==> src/rtl/branch_predictor_pkg.sv <==
// Shared types and constants for the fetch-side branch predictor.
package branch_predictor_pkg;

  // 2-bit saturating counter encoding; the MSB is the taken prediction.
  localparam logic [1:0] STRONG_NT = 2'd0;
  localparam logic [1:0] WEAK_NT   = 2'd1;
  localparam logic [1:0] WEAK_T    = 2'd2;
  localparam logic [1:0] STRONG_T  = 2'd3;

  // Tag field sized for the smallest legal BTB (2 entries -> pc[31:3]).
  // Larger BTBs store a zero-extended tag whose upper bits stay constant.
  localparam int TAG_FIELD_W = 29;

  typedef struct packed {
    logic                   valid;
    logic [TAG_FIELD_W-1:0] tag;
    logic [31:0]            target;
  } btb_entry_t;

  typedef enum logic {
    ST_IDLE,
    ST_SWEEP
  } sweep_state_e;

  // BTB tag of a PC: everything above the word offset and the index bits.
  function automatic logic [TAG_FIELD_W-1:0] btb_tag(input logic [31:0] pc, input int idx_w);
    return TAG_FIELD_W'(pc >> (idx_w + 2));
  endfunction

endpackage

==> src/rtl/branch_predictor_if.sv <==
// Fetch, resolve, redirect and flush signals between core and predictor.
interface branch_predictor_if;
  logic [31:0] fetch_pc;
  logic        pred_taken;
  logic [31:0] pred_target;

  logic        resolve_valid;
  logic [31:0] resolve_pc;
  logic        resolve_is_ctrl;
  logic        resolve_taken;
  logic [31:0] resolve_target;
  logic        resolve_pred_taken;
  logic [31:0] resolve_pred_target;

  logic        mispredict;
  logic [31:0] redirect_pc;

  logic        flush_req;
  logic        busy;

  // Core side: drives fetch/resolve/flush, consumes predictions and redirects.
  modport master (
    output fetch_pc, resolve_valid, resolve_pc, resolve_is_ctrl, resolve_taken,
           resolve_target, resolve_pred_taken, resolve_pred_target, flush_req,
    input  pred_taken, pred_target, mispredict, redirect_pc, busy
  );

  // Predictor side.
  modport slave (
    input  fetch_pc, resolve_valid, resolve_pc, resolve_is_ctrl, resolve_taken,
           resolve_target, resolve_pred_taken, resolve_pred_target, flush_req,
    output pred_taken, pred_target, mispredict, redirect_pc, busy
  );
endinterface

==> src/rtl/sat_counter2.sv <==
// 2-bit saturating counter next-value logic.
module sat_counter2
  import branch_predictor_pkg::*;
(
  input  logic [1:0] cnt_i,
  input  logic       inc_i,
  output logic [1:0] cnt_o
);

  // Step toward the outcome, holding at the strong ends.
  // NOTE: every output of a combinational block gets a default first so no path leaves it unassigned (which would infer a latch).
  always_comb begin
    cnt_o = cnt_i;
    if (inc_i) begin
      if (cnt_i != STRONG_T) cnt_o = cnt_i + 2'd1;
    end else begin
      if (cnt_i != STRONG_NT) cnt_o = cnt_i - 2'd1;
    end
  end

endmodule

==> src/rtl/branch_predictor.sv <==
// Bimodal BHT + direct-mapped BTB predictor with execute-stage training,
// registered mispredict/redirect and a one-entry-per-cycle BTB flush sweep.
module branch_predictor
  import branch_predictor_pkg::*;
#(
  parameter int BHT_ENTRIES = 64,
  parameter int BTB_ENTRIES = 16
) (
  input logic               clk,
  input logic               rst,
  branch_predictor_if.slave bp
);

  localparam int BHT_W = $clog2(BHT_ENTRIES);
  localparam int BTB_W = $clog2(BTB_ENTRIES);

  logic [1:0]             bht_q       [BHT_ENTRIES];
  logic [BTB_ENTRIES-1:0] btb_valid_q;
  logic [TAG_FIELD_W-1:0] btb_tag_q   [BTB_ENTRIES];
  logic [31:0]            btb_tgt_q   [BTB_ENTRIES];

  sweep_state_e     state_q, state_d;
  logic [BTB_W-1:0] ptr_q, ptr_d;
  logic             busy;

  logic             mispredict_q;
  logic [31:0]      redirect_q;

  // Fetch-side signals
  logic [BHT_W-1:0] f_bht_idx;
  logic [BTB_W-1:0] f_btb_idx;
  btb_entry_t       f_entry;
  logic             f_taken;

  // Resolve-side signals
  logic [BHT_W-1:0] r_bht_idx;
  logic [BTB_W-1:0] r_btb_idx;
  logic             fire, eff_taken, mispred;
  logic [1:0]       bht_cur, bht_nxt;

  assign f_bht_idx = bp.fetch_pc[BHT_W+1:2];
  assign f_btb_idx = bp.fetch_pc[BTB_W+1:2];
  assign r_bht_idx = bp.resolve_pc[BHT_W+1:2];
  assign r_btb_idx = bp.resolve_pc[BTB_W+1:2];

  // Zero-latency lookup from the current table contents (no resolve bypass).
  always_comb begin
    f_entry = '{valid:  btb_valid_q[f_btb_idx],
                tag:    btb_tag_q[f_btb_idx],
                target: btb_tgt_q[f_btb_idx]};
    f_taken = (bht_q[f_bht_idx] >= WEAK_T) && f_entry.valid &&
              (f_entry.tag == btb_tag(bp.fetch_pc, BTB_W)) && !busy;
  end

  assign bp.pred_taken  = f_taken;
  assign bp.pred_target = f_taken ? f_entry.target : bp.fetch_pc + 32'd4;

  // Resolves are ignored entirely while the sweep owns the BTB.
  assign fire      = bp.resolve_valid && !busy;
  assign eff_taken = bp.resolve_taken && bp.resolve_is_ctrl;
  assign mispred   = (bp.resolve_pred_taken != eff_taken) ||
                     (eff_taken && (bp.resolve_pred_target != bp.resolve_target));
  assign bht_cur   = bht_q[r_bht_idx];

  sat_counter2 u_bht_update (
    .cnt_i (bht_cur),
    .inc_i (bp.resolve_taken),
    .cnt_o (bht_nxt)
  );

  // BHT training on resolved control instructions.
  // NOTE: sequential state uses non-blocking assignments so every flop samples pre-edge values.
  always_ff @(posedge clk or posedge rst) begin
    if (rst) begin
      for (int i = 0; i < BHT_ENTRIES; i++) bht_q[i] <= WEAK_NT;
    end else if (fire && bp.resolve_is_ctrl) begin
      bht_q[r_bht_idx] <= bht_nxt;
    end
  end

  // BTB valid bits: sweep clears, taken resolves set, aliasing non-control resolves clear.
  always_ff @(posedge clk or posedge rst) begin
    if (rst) begin
      btb_valid_q <= '0;
    end else if (busy) begin
      btb_valid_q[ptr_q] <= 1'b0;
    end else if (fire) begin
      if (eff_taken) begin
        btb_valid_q[r_btb_idx] <= 1'b1;
      end else if (!bp.resolve_is_ctrl && bp.resolve_pred_taken) begin
        btb_valid_q[r_btb_idx] <= 1'b0;
      end
    end
  end

  // BTB tag/target payload, written on taken control resolves.
  // NOTE: payload arrays carry no reset; the reset-cleared valid bit makes stale contents harmless.
  always_ff @(posedge clk) begin
    if (fire && eff_taken) begin
      btb_tag_q[r_btb_idx] <= btb_tag(bp.resolve_pc, BTB_W);
      btb_tgt_q[r_btb_idx] <= bp.resolve_target;
    end
  end

  // Single-cycle mispredict pulse with the corrected next PC.
  always_ff @(posedge clk or posedge rst) begin
    if (rst) begin
      mispredict_q <= 1'b0;
      redirect_q   <= '0;
    end else begin
      mispredict_q <= fire && mispred;
      if (fire && mispred) redirect_q <= eff_taken ? bp.resolve_target : bp.resolve_pc + 32'd4;
    end
  end

  assign bp.mispredict  = mispredict_q;
  assign bp.redirect_pc = redirect_q;

  // Sweep FSM state register.
  always_ff @(posedge clk or posedge rst) begin
    if (rst) begin
      state_q <= ST_IDLE;
      ptr_q   <= '0;
    end else begin
      state_q <= state_d;
      ptr_q   <= ptr_d;
    end
  end

  // Sweep FSM next state: one entry per cycle, flush requests ignored mid-sweep.
  always_comb begin
    state_d = state_q;
    ptr_d   = ptr_q;
    case (state_q)
      ST_IDLE: begin
        if (bp.flush_req) begin
          state_d = ST_SWEEP;
          ptr_d   = '0;
        end
      end
      ST_SWEEP: begin
        ptr_d = ptr_q + 1'b1;
        if (ptr_q == BTB_W'(BTB_ENTRIES - 1)) state_d = ST_IDLE;
      end
      default: state_d = ST_IDLE;
    endcase
  end

  // Sweep FSM outputs.
  always_comb begin
    busy = (state_q == ST_SWEEP);
  end

  assign bp.busy = busy;

endmodule

==> src/flat_wrapper.sv <==
// flat-port wrapper written by rule: the top's interface ports become plain ports
module branch_predictor_flat import branch_predictor_pkg::*;
#(
  parameter int BHT_ENTRIES = 64,
  parameter int BTB_ENTRIES = 16
)
  (clk, rst, bp_fetch_pc, bp_resolve_valid, bp_resolve_pc, bp_resolve_is_ctrl, bp_resolve_taken, bp_resolve_target, bp_resolve_pred_taken, bp_resolve_pred_target, bp_flush_req, bp_pred_taken, bp_pred_target, bp_mispredict, bp_redirect_pc, bp_busy);
  branch_predictor_if bp_i ();
  input logic clk;
  input logic rst;
  input wire logic [$bits(bp_i.fetch_pc)-1:0] bp_fetch_pc;
  input wire logic [$bits(bp_i.resolve_valid)-1:0] bp_resolve_valid;
  input wire logic [$bits(bp_i.resolve_pc)-1:0] bp_resolve_pc;
  input wire logic [$bits(bp_i.resolve_is_ctrl)-1:0] bp_resolve_is_ctrl;
  input wire logic [$bits(bp_i.resolve_taken)-1:0] bp_resolve_taken;
  input wire logic [$bits(bp_i.resolve_target)-1:0] bp_resolve_target;
  input wire logic [$bits(bp_i.resolve_pred_taken)-1:0] bp_resolve_pred_taken;
  input wire logic [$bits(bp_i.resolve_pred_target)-1:0] bp_resolve_pred_target;
  input wire logic [$bits(bp_i.flush_req)-1:0] bp_flush_req;
  output wire logic [$bits(bp_i.pred_taken)-1:0] bp_pred_taken;
  output wire logic [$bits(bp_i.pred_target)-1:0] bp_pred_target;
  output wire logic [$bits(bp_i.mispredict)-1:0] bp_mispredict;
  output wire logic [$bits(bp_i.redirect_pc)-1:0] bp_redirect_pc;
  output wire logic [$bits(bp_i.busy)-1:0] bp_busy;
  assign bp_i.fetch_pc = bp_fetch_pc;
  assign bp_i.resolve_valid = bp_resolve_valid;
  assign bp_i.resolve_pc = bp_resolve_pc;
  assign bp_i.resolve_is_ctrl = bp_resolve_is_ctrl;
  assign bp_i.resolve_taken = bp_resolve_taken;
  assign bp_i.resolve_target = bp_resolve_target;
  assign bp_i.resolve_pred_taken = bp_resolve_pred_taken;
  assign bp_i.resolve_pred_target = bp_resolve_pred_target;
  assign bp_i.flush_req = bp_flush_req;
  assign bp_pred_taken = bp_i.pred_taken;
  assign bp_pred_target = bp_i.pred_target;
  assign bp_mispredict = bp_i.mispredict;
  assign bp_redirect_pc = bp_i.redirect_pc;
  assign bp_busy = bp_i.busy;
  branch_predictor #(.BHT_ENTRIES(BHT_ENTRIES), .BTB_ENTRIES(BTB_ENTRIES)) u_core (.clk(clk), .rst(rst), .bp(bp_i));
endmodule
==> config.mk <==
export PLATFORM = sky130hd
export DESIGN_NAME = branch_predictor_flat
export DESIGN_NICKNAME = d
export VERILOG_FILES = /design/src/rtl/branch_predictor_pkg.sv /design/src/rtl/branch_predictor_if.sv /design/src/rtl/sat_counter2.sv /design/src/rtl/branch_predictor.sv /design/src/flat_wrapper.sv
export SDC_FILE = /design/constraint.sdc
export NUM_CORES = 2
export LEC_CHECK = 0
export CAP_MARGIN = 20
export CORE_MARGIN = 1
export CORE_UTILIZATION = 40
export CTS_CLUSTER_DIAMETER = 80
export CTS_CLUSTER_SIZE = 8
export DETAILED_ROUTE_END_ITERATION = 10
export PLACE_DENSITY = 0.58
export SLEW_MARGIN = 20
export SYNTH_ARGS = -nofsm -noshare
export SYNTH_HDL_FRONTEND = slang
export SYNTH_HIERARCHICAL = 1
export SYNTH_SLANG_ARGS = --single-unit
==> constraint.sdc <==
create_clock -name clk -period 5.8 [get_ports clk]
set_clock_uncertainty 0.05 [all_clocks]
set_input_delay 1.16 -clock clk [delete_from_list [all_inputs] [get_ports clk]]
set_output_delay 1.16 -clock clk [all_outputs]
set_load 0.005 [all_outputs]
After elaboration in Yosys (flattened, before gate mapping). Memories as Yosys holds them, arrays and structs flattened. Cells that the tools add are included.

Bits in registers: 182. Memory bits (writable): 928. Output and inout port bits: 67. Word-level logic and storage cells: 150. Memories kept: 2.

Memories: u_core.btb_tgt_q (words 16, bits a word 32, read ports 1, clocked after Yosys merged registers in 0, write ports 1, RTL line branch_predictor.sv:20) `logic [31:0] btb_tgt_q [BTB_ENTRIES];`; u_core.btb_tag_q (words 16, bits a word 26, read ports 1, clocked after Yosys merged registers in 0, write ports 1, RTL line branch_predictor.sv:19) `logic [TAG_FIELD_W-1:0] btb_tag_q [BTB_ENTRIES];`.

$add $sub $neg: 5. Order comparisons: 9. Equality and inequality tests: 6. Mux-type cells: 31. Bitwise operators: 8. Reduce and logical (&&, ||, !) cells: 20.

Operators by type and width (number): $bwmux 128 (1); $add 32x3->32 const B (2); $mux 16 (4); $mux 32 (2); $and 16x16->16 (2); $ne 32x32->1 (1); $not 16->16 (2); $eq 29x26->1 (1); $bmux 2 s6 (2); $mux 2 (8); $or 16x16->16 (1); $lt 4x5->1 const B (3); $ge 7x7->1 const B (2); $not 6->7 (2); $logic_and 1x1->1 (13); $demux 2 s6 (1); $demux 1 s4 (2); $ge 4x1->1 const B (2); $pmux 4 s2 (1); $lt 7x1->1 const B (1); $mux 1 (7); $add 4x1->4 const B (1); $bmux 1 s4 (1); $eq 4x4->1 const B (1); other kinds (13) (16).

Depth between registers and ports, before layout.
Word-level depth: 10. Gate-level depth with buffers: 14. Gate-level depth less buffers: 10.

Hierarchy. Netlist, hierarchy kept.

Modules (own cells, without submodules): branch_predictor (instances 1, cells each 2624, area each 47261.6 um^2, seq. area each 32501.2 um^2); sat_counter2 (instances 1, cells each 3, area each 26.3 um^2, seq. area each 0.0 um^2).

Worst setup path before layout. Ideal clock, no wire load.

Path kind: input to output. Start: input bp_fetch_pc[2]. End: output bp_pred_target[26]. Arrival time: 4.403 ns. Setup slack: 0.187 ns. Stages: 11. Buffers on the path: 8. Cells stage by stage: buf_2 buf_6 buf_4 buf_4 buf_2 buf_2 buf_2 buf_2 mux4_2 mux4_2 mux2_1.

Longest elaborated chain between the ends: 9. Elaborated cells between the ends (all ways): 15. Classes of those cells: add/sub (1); order compare (1); eq/ne (1); mux (6); bitwise (1); reduce/logical (3); memory (2).

RTL lines: start: declaration (RTL line flat_wrapper.sv:11) `input wire logic [$bits(bp_i.fetch_pc)-1:0] bp_fetch_pc;`; $not 6->7 (not written as such) (RTL line branch_predictor.sv:51) `f_taken = (bht_q[f_bht_idx] >= WEAK_T) && f_entry.valid &&`; $bmux 2 s6 (RTL line branch_predictor.sv:51); $mux 2 (not written as such) (2 in series) (RTL line branch_predictor.sv:51); $ge 2x2->1 (RTL line branch_predictor.sv:51); $logic_and 1x1->1 (2 in series) (RTL line branch_predictor.sv:51); $logic_and 1x1->1 (RTL line branch_predictor.sv:52) `(f_entry.tag == btb_tag(bp.fetch_pc, BTB_W)) && !busy;`; $mux 32 * (RTL line branch_predictor.sv:56) `assign bp.pred_target = f_taken ? f_entry.target : bp.fetch_pc + 32'd4;`; end: declaration (RTL line flat_wrapper.sv:21) `output wire logic [$bits(bp_i.pred_target)-1:0] bp_pred_target;`.

Every way passes the cells marked *; elsewhere a longest branch is shown, timed or not. The select of a mux whose other input is x is not followed.

Worst setup path in the final report.
Start: input bp_fetch_pc[3]. End: output bp_pred_target[22].

Same word-level chain as after synthesis.

==> qor.txt <==
Clock sink total: 1,110
Nets: 3,259
CTS tree: done
Mapped Area: 0.0473 mm^2
H-tree Lvls: 4
Family with the most delay on the worst path: simple AND/OR/NAND/NOR gates
Final worst setup slack: 0.0400 ns
Final Instance Count excl. Fillers: 4,720
Final WL: 143,000 um
DRC violations left: 0
Initial core utilization: 0.405
Synth area leader: edfxtp_1
Switching power: 4.49 mW
Slew HR: 0.222
Fmax achieved: 174 MHz
Pwr Total: 19.2 mW
Internal power: 14.7 mW
# rows: 125
Number of global-route vias before repair: 28,400
Ys Warns: 6
Pre-CTS setup slack: -0.593 ns
Core Region: 0.117 mm^2
Crit path buf inv count: 7
DRT iter0 DRCs: 2,593
Clock slew at reported path FFs: 0.05 ns
Clock period minus worst slack: 5.76 ns
CTS Buf Count: 157
Cell count after synthesis: 2,627
Commonest non-fill, non-tap cell in the layout: edfxtp_1
Logic pwr share: 0.096
CP startpoint kind: primary input
Final Slew Violations: 0
Max-cap violations: 0
Top post-synthesis cells by area: edfxtp_1, mux4_2, dfrtp_1, dfstp_2, mux2_2
Dpl hpwl: 87,500 um
Hold Vio Cnt, Final: 0
Die height: 346 um
Gpl congestion: 0.916
Ports: 202
Largest net degree at the start of global routing: 183
Post-synth EDFFs: 928
WL/cell: 30.4 um
DRT Pass-1 Iters: 5
Worst path cell trace: buf_16 -> buf_12 -> buf_4 -> mux4_2 -> mux2i_2 -> o311ai_2 -> or4_4 -> or4_4 -> nor4_4 -> buf_12 -> buf_12 -> buf_6 -> mux2_4 -> clkdlybuf4s15_1
Switching Fraction: 0.234
Avg Inst Size Synth: 18.0 um^2
Largest stage delay, worst path: 0.57 ns
Vias per inst: 5.85
Max FO, Critical Path: 6
Tightest Hold Check Type: register to register
Die Wd: 346 um
Outcome: finished, final reports clean
# placed instances: 4,441
Sequential share of power: 0.467
Clock Power Share: 0.437
Global route overflow: 0
Yosys reg bits: 1,110
Layout cells sized above 1: 0.339
CP endpoint kind: output pin
Share of the synthesized area in the top cell type: 0.589
Worst Path Arrival: 4.55 ns
Sequential area share after synthesis: 0.687
Area growth syn-to-layout: 23.1%
Post-DP Area: 0.0528 mm^2
Clock Tree Buf Depth: 3
GRT Util Overall: 0.240
Top_reg_cell synth: edfxtp_1
Most common cell on crit path: buf_12
Syn_nets: 2,771
Via Count: 27,600
Post-CTS Hold Fix Bufs: 0
Critical Path RT: 4.59 ns
First-pass GRT wire length: 205,000 um
# setup viols final: 0
PortBufs: 201
Pwr dens: 330 mW/mm^2
Critical path type: primary input to output pin
Antenna Nets Post-Route: 0
Fin area: 0.0582 mm^2
Initial antenna violation count: 11
Die area: 0.120 mm^2
Slowest cell on crit path: or4_4
Clk_lat worst skew: 0.76 ns
Synth unique cells: 70
Async set-reset flop share out of synthesis: 0.164
RSZ-0062 raised after global routing: true
Root buffer cell: clkbuf_16
Worst slew pin tran: 1.17 ns
Most frequent cells in the layout: edfxtp_1, mux4_2, buf_4
Worst vdd ir: 0.000320 V
Final period util: 0.993
Pleak: 20.0 nW
==> cells by family (layout without fill, tap and decap cells) <==
| family | after synthesis | after routing | synth area share |
|---|---|---|---|
| flops | 1110 | 1110 | 0.687 |
| mux | 530 | 530 | 0.196 |
| simple gates | 446 | 446 | 0.0442 |
| compound gates | 241 | 241 | 0.0334 |
| buf+inv | 188 | 756 | 0.0177 |
| xor+xnor | 101 | 101 | 0.0187 |
| fa+ha+maj | 11 | 11 | 0.00286 |
| other cells | 0 | 1 | 0 |
==> registers in the layout, summed over array words and instances (netlist names), named ones only <==
name                   flops
u_core/bht_q             128
u_core/ptr_q               4
u_core/bp.mispredict       1
u_core/btb_tag_q         416
u_core/btb_tgt_q         512
u_core/bp.busy             1
u_core/bp.redirect_pc     32
==> layout make-up <==
| type | instances | area [um^2] |
|---|---|---|
| Fill cell | 9611 | 58500 |
| Sequential cell | 1110 | 32500 |
| Multi-Input combinational cell | 1329 | 14400 |
| Timing Repair Buffer | 487 | 4770 |
| Clock buffer | 222 | 4180 |
| Tap cell | 1524 | 1910 |
| Clock inverter | 17 | 334 |
| Inverter | 30 | 119 |
| Antenna cell | 1 | 2.50 |
==> final timing paths <==
path                                            from                        end  slack (ns)  cells past startpoint
max reg2reg                           u_core/bp.busy   u_core/btb_tag_q[15][10]        2.79                      7
max in group asynchronous                        rst  u_core/bp.redirect_pc[26]        3.94                      4
min                        u_core/bp.redirect_pc[23]  u_core/bp.redirect_pc[23]        0.44                      1
min in group asynchronous                        rst           u_core/bht_q[33]        0.84                      3
min reg2reg                u_core/bp.redirect_pc[23]  u_core/bp.redirect_pc[23]        0.44                      1
max                                   bp_fetch_pc[3]         bp_pred_target[22]        0.04                     14
==> layer usage <==
layer  part of all wire  track usage
met5            0.00065            0
met4              0.031       0.0835
met3              0.072       0.0471
met2               0.49        0.396
met1               0.40        0.317
==> through the flow <==
stage               utilization  TNS [ns]  hold slack (ns)
floorplan                     -         0            0.395
global placement          0.453    -16.23            0.414
detailed placement        0.453    -17.72            0.423
CTS                       0.498   -0.0265            0.438
global route              0.499   -0.0216            0.455
finish                    0.499         0            0.436
==> synthesized netlist by cell type, types with 17 or more instances <==
master    count
a221oi_1     18
nand4_1      29
nand2_1     147
inv_1        29
mux4_2      299
nand3_1      37
mux2i_1      61
a31oi_1      17
mux2_1       31
nor2_1      132
xor2_1       41
clkbuf_1     90
o21ai_0      64
buf_1        21
edfxtp_1    928
dfrtp_1     118
dfstp_2      64
buf_2        27
nor3_1       18
a21oi_1      51
xnor2_1      60
mux2_2      139
==> timing repair <==
item                                    4_1_cts  5_1_grt
resized for setup                           149       60
setup buffers                                28        5
pin swaps                                    11        5
endpoints found under the setup margin       33       31
cloned                                        4        1
==> power by group through the flow <==
stage                     logic, mW  registers, mW  clock network, mW
final                          1.84           8.96               8.37
after global routing           1.95           8.97               8.87
after CTS                      1.84           8.96               8.54
after detailed placement       1.78           9.11                  0
after global placement         1.76           9.10                  0
after floorplan               0.800           9.07                  0
No activity file was read; power rests on OpenSTA's default activity.
